--- config.mk ---
export PLATFORM = sky130hd
export DESIGN_NAME = mem_ctrl
export DESIGN_NICKNAME = d
export VERILOG_FILES = /design/src/rtl/mem_ctrl_pkg.sv /design/src/rtl/mem_ctrl.sv
export SDC_FILE = /design/constraint.sdc
export NUM_CORES = 1
export LEC_CHECK = 0
export CELL_PAD_IN_SITES_DETAIL_PLACEMENT = 1
export CELL_PAD_IN_SITES_GLOBAL_PLACEMENT = 1
export CORE_AREA = 2 2 151 153
export DETAILED_ROUTE_END_ITERATION = 10
export DIE_AREA = 0 0 153 155
export HOLD_SLACK_MARGIN = 0.02
export PLACE_DENSITY = 0.87
export SLEW_MARGIN = 30
export SYNTH_ARGS = -nofsm -noshare
export SYNTH_HDL_FRONTEND = slang
export SYNTH_SLANG_ARGS = --single-unit
export TNS_END_PERCENT = 20
--- constraint.sdc ---
create_clock -name clk_in -period 9.5 [get_ports clk_in]
set_clock_uncertainty 0.15 [all_clocks]
set_input_delay 1.9 -clock clk_in [delete_from_list [all_inputs] [get_ports clk_in]]
set_output_delay 1.9 -clock clk_in [all_outputs]
set_load 0.1 [all_outputs]
--- src/rtl/mem_ctrl_pkg.sv ---
// Shared encodings for the external memory bus controller: FSM states,
// access sizes, the I/O address region and the beat-count helper.
package mem_ctrl_pkg;

    // Controller states
    localparam logic [1:0] ST_IDLE   = 2'd0;
    localparam logic [1:0] ST_IC_RD  = 2'd1;
    localparam logic [1:0] ST_LSB_RD = 2'd2;
    localparam logic [1:0] ST_LSB_WR = 2'd3;

    // Access sizes as presented by the load/store buffer
    localparam logic [1:0] SZ_B = 2'd0;
    localparam logic [1:0] SZ_H = 2'd1;
    localparam logic [1:0] SZ_W = 2'd2;

    // Address bits [17:16] equal to this value select I/O space
    localparam logic [1:0]  IO_REGION  = 2'b11;
    localparam logic [31:0] IO_TX_ADDR = 32'h0003_0000;

    // Number of byte beats needed for an access size (3 behaves as word)
    function automatic logic [2:0] beats_for_size(input logic [1:0] size);
        case (size)
            SZ_B:    beats_for_size = 3'd1;
            SZ_H:    beats_for_size = 3'd2;
            default: beats_for_size = 3'd4;
        endcase
    endfunction

endpackage

--- src/rtl/mem_ctrl.sv ---
// Memory bus controller: arbitrates instruction-cache and load/store
// requests onto the 8-bit external bus, one byte beat per cycle, and
// reassembles little-endian read data. I/O-space writes are throttled by
// the UART buffer-full flag and a minimum gap between I/O write beats.
module mem_ctrl
    import mem_ctrl_pkg::*;
#(
    parameter int ADDR_WIDTH   = 32,
    parameter int IO_WRITE_GAP = 1
) (
    input  logic                  clk_in,
    input  logic                  rst_in,
    input  logic                  rdy_in,
    input  logic                  ic_req,
    input  logic [ADDR_WIDTH-1:0] ic_addr,
    output logic                  ic_ready,
    output logic [31:0]           ic_data,
    input  logic                  lsb_req,
    input  logic                  lsb_we,
    input  logic [1:0]            lsb_size,
    input  logic [ADDR_WIDTH-1:0] lsb_addr,
    input  logic [31:0]           lsb_wdata,
    output logic                  lsb_ready,
    output logic [31:0]           lsb_rdata,
    input  logic                  clear_in,
    input  logic [7:0]            mem_din,
    output logic [7:0]            mem_dout,
    output logic [ADDR_WIDTH-1:0] mem_a,
    output logic                  mem_wr,
    input  logic                  io_buffer_full
);

    logic [1:0]            state_reg;
    logic [2:0]            cnt_reg;        // beats issued so far
    logic [2:0]            nbeat_reg;      // beats required by this access
    logic [ADDR_WIDTH-1:0] base_reg;
    logic [31:0]           wdata_reg;
    logic [31:0]           buf_reg;        // read bytes assembled so far
    logic                  cap_pending_reg; // previous cycle issued a read beat
    logic [1:0]            cap_idx_reg;    // byte lane of that beat
    logic [15:0]           gap_reg;        // cycles left before next I/O write
    logic                  ic_ready_reg;
    logic [31:0]           ic_data_reg;
    logic                  lsb_ready_reg;
    logic                  lsb_ready_rd_reg; // pending lsb ready belongs to a load
    logic [31:0]           lsb_rdata_reg;

    logic [ADDR_WIDTH-1:0] beat_addr;
    logic                  beat_is_io;
    logic                  issue_rd;
    logic                  issue_wr;
    logic [31:0]           buf_next;
    logic                  last_cap;
    logic                  take_lsb;
    logic                  take_ic;

    // Beat issue, byte capture merge and request acceptance
    always_comb begin
        beat_addr  = base_reg + ADDR_WIDTH'(cnt_reg);
        beat_is_io = (beat_addr[17:16] == IO_REGION);
        issue_rd   = ((state_reg == ST_IC_RD) || (state_reg == ST_LSB_RD))
                     && rdy_in && (cnt_reg < nbeat_reg);
        issue_wr   = (state_reg == ST_LSB_WR) && rdy_in && (cnt_reg < nbeat_reg)
                     && (!beat_is_io || (!io_buffer_full && (gap_reg == 16'd0)));
        buf_next = buf_reg;
        if (cap_pending_reg) begin
            buf_next[8*cap_idx_reg +: 8] = mem_din;
        end
        last_cap = cap_pending_reg && ((3'(cap_idx_reg) + 3'd1) == nbeat_reg);
        // A requester whose ready pulse is on the wire this cycle is ignored
        take_lsb = (state_reg == ST_IDLE) && rdy_in && !clear_in
                   && lsb_req && !lsb_ready_reg;
        take_ic  = (state_reg == ST_IDLE) && rdy_in && !clear_in
                   && ic_req && !ic_ready_reg && !take_lsb;
    end

    // Bus drive: zeros whenever no beat is being issued
    always_comb begin
        mem_wr   = issue_wr;
        mem_a    = (issue_rd || issue_wr) ? beat_addr : '0;
        mem_dout = issue_wr ? wdata_reg[8*cnt_reg[1:0] +: 8] : 8'h00;
    end

    // A flush cancels a read ready pulse that is already registered
    always_comb begin
        ic_ready  = ic_ready_reg && !clear_in;
        lsb_ready = lsb_ready_reg && !(clear_in && lsb_ready_rd_reg);
        ic_data   = ic_data_reg;
        lsb_rdata = lsb_rdata_reg;
    end

    // Transaction sequencing, read capture and I/O write pacing
    always_ff @(posedge clk_in) begin
        if (rst_in) begin
            state_reg        <= ST_IDLE;
            cnt_reg          <= '0;
            nbeat_reg        <= '0;
            base_reg         <= '0;
            wdata_reg        <= '0;
            buf_reg          <= '0;
            cap_pending_reg  <= 1'b0;
            cap_idx_reg      <= '0;
            gap_reg          <= '0;
            ic_ready_reg     <= 1'b0;
            ic_data_reg      <= '0;
            lsb_ready_reg    <= 1'b0;
            lsb_ready_rd_reg <= 1'b0;
            lsb_rdata_reg    <= '0;
        end else begin
            ic_ready_reg     <= 1'b0;
            lsb_ready_reg    <= 1'b0;
            lsb_ready_rd_reg <= 1'b0;
            cap_pending_reg  <= issue_rd;
            cap_idx_reg      <= cnt_reg[1:0];
            if (cap_pending_reg) begin
                buf_reg <= buf_next;
            end
            if (issue_wr && beat_is_io) begin
                gap_reg <= 16'(IO_WRITE_GAP);
            end else if (rdy_in && (gap_reg != 16'd0)) begin
                gap_reg <= gap_reg - 16'd1;
            end

            case (state_reg)
                ST_IDLE: begin
                    if (take_lsb) begin
                        base_reg  <= lsb_addr;
                        wdata_reg <= lsb_wdata;
                        nbeat_reg <= beats_for_size(lsb_size);
                        cnt_reg   <= '0;
                        buf_reg   <= '0;
                        state_reg <= lsb_we ? ST_LSB_WR : ST_LSB_RD;
                    end else if (take_ic) begin
                        base_reg  <= ic_addr;
                        nbeat_reg <= 3'd4;
                        cnt_reg   <= '0;
                        buf_reg   <= '0;
                        state_reg <= ST_IC_RD;
                    end
                end
                ST_IC_RD, ST_LSB_RD: begin
                    if (clear_in) begin
                        state_reg       <= ST_IDLE;
                        cap_pending_reg <= 1'b0;
                    end else begin
                        if (issue_rd) begin
                            cnt_reg <= cnt_reg + 3'd1;
                        end
                        if (last_cap) begin
                            state_reg <= ST_IDLE;
                            if (state_reg == ST_IC_RD) begin
                                ic_ready_reg <= 1'b1;
                                ic_data_reg  <= buf_next;
                            end else begin
                                lsb_ready_reg    <= 1'b1;
                                lsb_ready_rd_reg <= 1'b1;
                                lsb_rdata_reg    <= buf_next;
                            end
                        end
                    end
                end
                default: begin
                    if (issue_wr) begin
                        cnt_reg <= cnt_reg + 3'd1;
                        if ((cnt_reg + 3'd1) == nbeat_reg) begin
                            state_reg     <= ST_IDLE;
                            lsb_ready_reg <= 1'b1;
                        end
                    end
                end
            endcase
        end
    end

endmodule
==> reports/qor.yml, run 1 <==
reg2reg_slack_ns: 6.06
drv_cap: 0
synth.net_count: 1130
drt_wl_total_mm: 26.0
detailroute.via_count: 7891
die_area_um2: 23700
worst-setup-path-type: "in -> out"
hp-class: "reg -> reg"
hpwl_mm: 18.1
initialDrtViolationCount: 394
irDropWorstVdd_mv: 0.101
h-tree-depth: 4
die-width_um: 153
dp_slack_ns: 2.12
grt_pass1_vias: 7922
core_um2: 22200
holdPathStages: 2
slew_headroom_pct: 30.7
worstPathRequired_ns: 7.45
synth-seq-area-share_pct: 44.7
drive_gt1_share_pct: 6.40
critPathCaptureType: "output port"
fin_crit_ns: 7.19
setup_viol: 0
finalHoldViolations: 0
drc: 0
critPathArrivalTime_ns: 5.14
power.leakage_nw: 3.87
synth_flop_cell: "dfxtp_1"
clkLatencyLatePin_ns: 0.43
cts_tree: "built"
synth-edff-count: 0
io_pins: 221
cts_setup_buffers: 0
grt-ovfl-total: 0
post_drt_via_cell_ratio: 5.35
grt_max_degree: 82
power_density_nw_per_um2: 167
clock_sinks: 190
min_from: "wdata_reg[17]"
num_rows: 55
status: "finished clean"
rsz0062_at_grt: "no"
critPathLaunchType: "input pin"
cts.repair.resized: 0
groute.usage.overall_pct: 21.6
r2r-start: "cnt_reg[0]"
ys_seq_elements: 190
grt_pass1_wl_mm: 41.8
worst_pin_slew_ns: 1.04
cp_max_fo: 24
timing.fmax_ghz: 0.139
clkTransAtPathRegs_ns: 0.08
drv_slew: 0
worstRegToRegCells: 8
min_to: "wdata_reg[17]"
routedWlPerCell_um: 17.6
cts_hold_buf: 0
initial_core_util_pct: 38.3
drtPass1Iterations: 4
ys_types: 59
io_buffers: 220
fin_crit_sh_pct: 75.7
r2r_end: "gap_reg[2]"
synthArstFlopShare_pct: 0
cts_made_buffers: 17
ys.warnings.count: 0
nFillCells: 2560
avgSynthCellArea_um2: 8.55
synth_cells: 995
cts_buffer_depth: 2
setup_slack_ns: 2.31
timing.setup.tns_ns: 0
nNetsFinal: 1310
netlist_area_um2: 8510
root_buffer: "clkbuf_16"
ant_nets: 0
die_height_um: 155
antenna_found_initial: 1
gp_congestion: 0.832
area_growth_pct: 35.5
[worst max path at each step]
stage	to	startpoint	cells past startpoint	slack (ns)
floorplan	mem_a[0]	rdy_in	5	2.58
global placement	mem_a[1]	rdy_in	7	2.22
detailed placement	mem_a[1]	rdy_in	7	2.12
finish	mem_a[26]	rdy_in	7	2.31
CTS	mem_a[1]	rdy_in	7	2.05
global route	mem_a[26]	rdy_in	7	2.14
[cells in the final DEF, fill, tap and decap left out, types with 6 or more instances in the layout]
master           netlist  final
nor2_1               164    164
inv_1                 18     18
a22oi_1               33     33
a311oi_1              32     32
nor4_1                 6      6
nand2_1              157    154
mux4_2                 8      8
nor3_1                 8      7
and2_1                10     10
nand4_1                9      9
nor2b_1                7      6
clkbuf_16              0     17
xnor2_1               21     21
clkinv_8               0      7
clkdlybuf4s50_1        0    219
buf_4                  1      9
nand3_1               13     13
a21oi_1               69     69
a211oi_1              68     68
ha_1                  20     20
xor2_1                27     27
dfxtp_1              190    190
[per-stage QoR]
step | utilization (%) | hold WS [ns] | total power [W] | cells | cell area (um^2)
6_report | 51.9 | 0.307 | 0.00192 | 1475 | 11500
3_5_place_dp | 48.9 | 0.299 | 0.00117 | 1441 | 10900
2_1_floorplan | - | 0.283 | 0.00107 | 995 | 8510
4_1_cts | 51.9 | 0.311 | 0.00194 | 1473 | 11500
5_1_grt | 51.9 | 0.325 | 0.00201 | 1474 | 11500
3_3_place_gp | 48.9 | 0.290 | 0.00116 | 1441 | 10900
[logic make-up after synthesis]
group / count (synthesis) / synth area share (%)
AO/OA/AOI/OAI: 226 / 18.8
XOR/XNOR: 49 / 5.22
adder cells (fa/ha/maj): 21 / 3.18
buffers and inverters: 86 / 4.01
flip-flops: 190 / 44.7
multiplexers: 12 / 2.63
AND/OR/NAND/NOR: 411 / 21.5
[synthesized netlist by cell type (all sizes together) (12+ instances only)]
| cell | count | area share, % |
|---|---|---|
| inv | 19 | 0.84 |
| dfxtp | 190 | 45 |
| xnor2 | 21 | 2.2 |
| nor2 | 168 | 7.5 |
| a21oi | 70 | 4.2 |
| nand2 | 157 | 6.9 |
| ha | 20 | 2.9 |
| nor4 | 12 | 1.4 |
| clkbuf | 37 | 1.6 |
| a211oi | 69 | 6.1 |
| nand3 | 13 | 0.76 |
| buf | 30 | 1.5 |
| a311oi | 32 | 3.3 |
| xor2 | 27 | 2.8 |
| a22oi | 33 | 2.9 |
[layer usage]
metal	GRT usage, %	vias to the layer above	part of all wire, %
met4	7.01	0	1.8
li1	-	3850	-
met2	37.1	187	50
met3	3.59	28	4.0
met5	0	-	0
met1	27.7	3826	44
[layout make-up]
class | instances | area (um^2) | share of cell area (%)
Inverter | 19 | 71.3 | 0.618
Timing Repair Buffer | 228 | 2260 | 19.6
Sequential cell | 190 | 3800 | 33.0
Clock buffer | 17 | 425 | 3.69
Tap cell | 285 | 357 | 3.09
Multi-Input combinational cell | 719 | 4390 | 38.1
Antenna cell | 2 | 5.00 | 0.0434
Clock inverter | 15 | 221 | 1.92
[power by group]
part	internal [W]	leakage [nW]	switching [W]	total [W]
registers	0.000832	1.54	0.0000405	0.000873
logic	0.000136	2.02	0.000157	0.000294
clock network	0.000370	0.307	0.000386	0.000756
[critical path, stage by stage]
cell and delay [ns]:
clkdlybuf4s50_1 0.67, nand2b_1 0.18, a2111oi_4 0.43, o21ai_2 0.28
buf_4 0.30, a21oi_1 0.18, clkdlybuf4s50_1 1.17
Note: power is estimated with default switching activity, not from simulation.
==> run 2: changes to the inputs <==
Settings changed: CORE_AREA 2 2 151 153 to 2 2 157 159, DIE_AREA 0 0 153 155 to 0 0 159 161, PLACE_DENSITY 0.87 to 0.81.
Clock period 9.5 ns to 7 ns, I/O delays scaled along.
==> reports/qor.yml, run 2 (same netlist as run 1, synthesis figures left out) <==
finalHoldViolations: 0
critPathLaunchType: "flop"
timing.fmax_ghz: 0.178
cts_made_buffers: 17
wl_met3_mm: 1.18
worstRegToRegCells: 7
clkTransAtPathRegs_ns: 0.08
drc: 0
die-width_um: 159
root_buffer: "clkbuf_16"
hpwl_mm: 18.3
routedWlPerCell_um: 16.7
drv_cap: 0
crit_path_frequent_cell: "buf_4"
final_common_cell: "dfxtp_1"
initialDrtViolationCount: 278
nNetsFinal: 1310
rsz0062_at_grt: "no"
path_buf_inv: 3
status: "finished clean"
fin_crit_sh_pct: 80.4
wirelength_met1_mm: 11.3
power_density_nw_per_um2: 220
setup_viol: 0
min_to: "wdata_reg[17]"
design_area_um2: 11400
grt_pass1_vias: 7829
highest_layer: "met4"
cts_tree: "built"
grt_pass1_wl_mm: 40.7
nFillCells: 2847
placed_cell_area_um2: 10800
antenna_found_initial: 0
gp_congestion: 0.761
cts.repair.resized: 0
detailroute.via_count: 7803
worst_pin_slew_ns: 0.997
critPathTopFamily: "compound AO/OA/AOI/OAI gates"
irDropWorstVdd_mv: 0.130
slew_headroom_pct: 33.3
h-tree-depth: 4
clkLatencyLatePin_ns: 0.43
r2r-start: "cnt_reg[1]"
critPathCaptureType: "output port"
drive_gt1_share_pct: 9.85
clock_sinks: 190
cp_max_fo: 21
cts_setup_buffers: 0
die_area_um2: 25600
r2r_end: "gap_reg[14]"
post_drt_via_cell_ratio: 5.16
area_growth_pct: 34.1
groute.usage.overall_pct: 19.5
cts_buffer_depth: 2
wl_met2_mm: 12.5
fin_hold_ws_ns: 0.309
path_cells: "fa_1 -> a21oi_1 -> nor2_2 -> nor4_1 -> a211oi_2 -> o21ai_2 -> buf_4 -> inv_2 -> and2_1 -> buf_4"
drt_wl_total_mm: 25.3
grt_max_degree: 95
min_from: "wdata_reg[17]"
total_power_w: 0.00252
io_pins: 221
slowest_delay_ns: 0.59
critPathArrivalTime_ns: 4.08
drv_slew: 0
core_um2: 24000
io_buffers: 220
initial_core_util_pct: 35.5
ant_nets: 0
num_rows: 57
timing.setup.tns_ns: 0
reg2reg_slack_ns: 3.75
fin_crit_ns: 5.63
power.leakage_nw: 3.92
cp_slowest_cell: "o21ai_2"
antenna_cells: 0
cts_hold_buf: 0
utilization_pct: 47.6
worstPathRequired_ns: 5.45
die_height_um: 161
hp-class: "reg -> reg"
mostFrequentLayoutCells: "dfxtp_1 (190), clkdlybuf4s50_1 (178), nor2_1 (164)"
drtPass1Iterations: 4
holdPathStages: 2
grt-ovfl-total: 0
worst-setup-path-type: "reg -> out"
critical_path_depth: 10
==> run 2: cell types whose count changed in the layout (fill, tap and decap cells not counted), sizes merged <==
cell	before	now
buf	9	50
clkdlybuf4s50	219	178
clkinv	8	6
diode	2	0
inv	26	25
bufinv	0	1
clkinvlp	0	2
==> run 2: cell type report <==
cell class              instances  area (um^2)  area share (%)
repair buffers                228         2160            18.9
clock inverters                15          153            1.34
multi-input cells             719         4390            38.5
inverters                      19         71.3           0.625
clock buffers                  17          425            3.73
flip-flops and latches        190         3800            33.3
well taps                     324          405            3.55
==> run 2: worst max-delay path by stage <==
stage	start	endpoint	slack (ns)
floorplan	rdy_in	mem_a[0]	1.08
global placement	rdy_in	mem_a[1]	1.54
detailed placement	rdy_in	mem_a[0]	1.37
CTS	rdy_in	mem_a[0]	1.33
global route	cnt_reg[1]	mem_dout[6]	1.04
finish	cnt_reg[1]	mem_dout[6]	1.37
==> run 2: routing by layer <==
metal | global-route usage, % | vias to the layer above
met5 | 0 | -
met4 | 4.71 | 0
met3 | 3.83 | 22
met2 | 33.8 | 182
met1 | 25.0 | 3744
li1 | - | 3855
==> run 2: worst reg2reg max path, cell delays in order, from the launching register on <==
cell	delay [ns]
dfxtp_1	0.52
fa_1	0.55
a21oi_1	0.30
nor2_2	0.17
nor4_1	0.45
a211oi_2	0.19
o21ai_2	0.64
nor2_1	0.15
==> run 2: report_power, final <==
part / internal, W / leakage, nW / total (W) / switching [W]
Combinational: 0.000185 / 2.10 / 0.000383 / 0.000199
Sequential: 0.00113 / 1.54 / 0.00118 / 0.0000510
Clock: 0.000502 / 0.280 / 0.000952 / 0.000449
Total: 0.00182 / 3.92 / 0.00252 / 0.000699
==> run 2: per-stage QoR <==
| stage | setup WS (ns) | cells |
|---|---|---|
| final | 1.37 | 1512 |
| after floorplan | 1.08 | 995 |
| after detailed placement | 1.37 | 1480 |
| after global placement | 1.54 | 1480 |
| after CTS | 1.33 | 1512 |
| after global routing | 1.04 | 1512 |
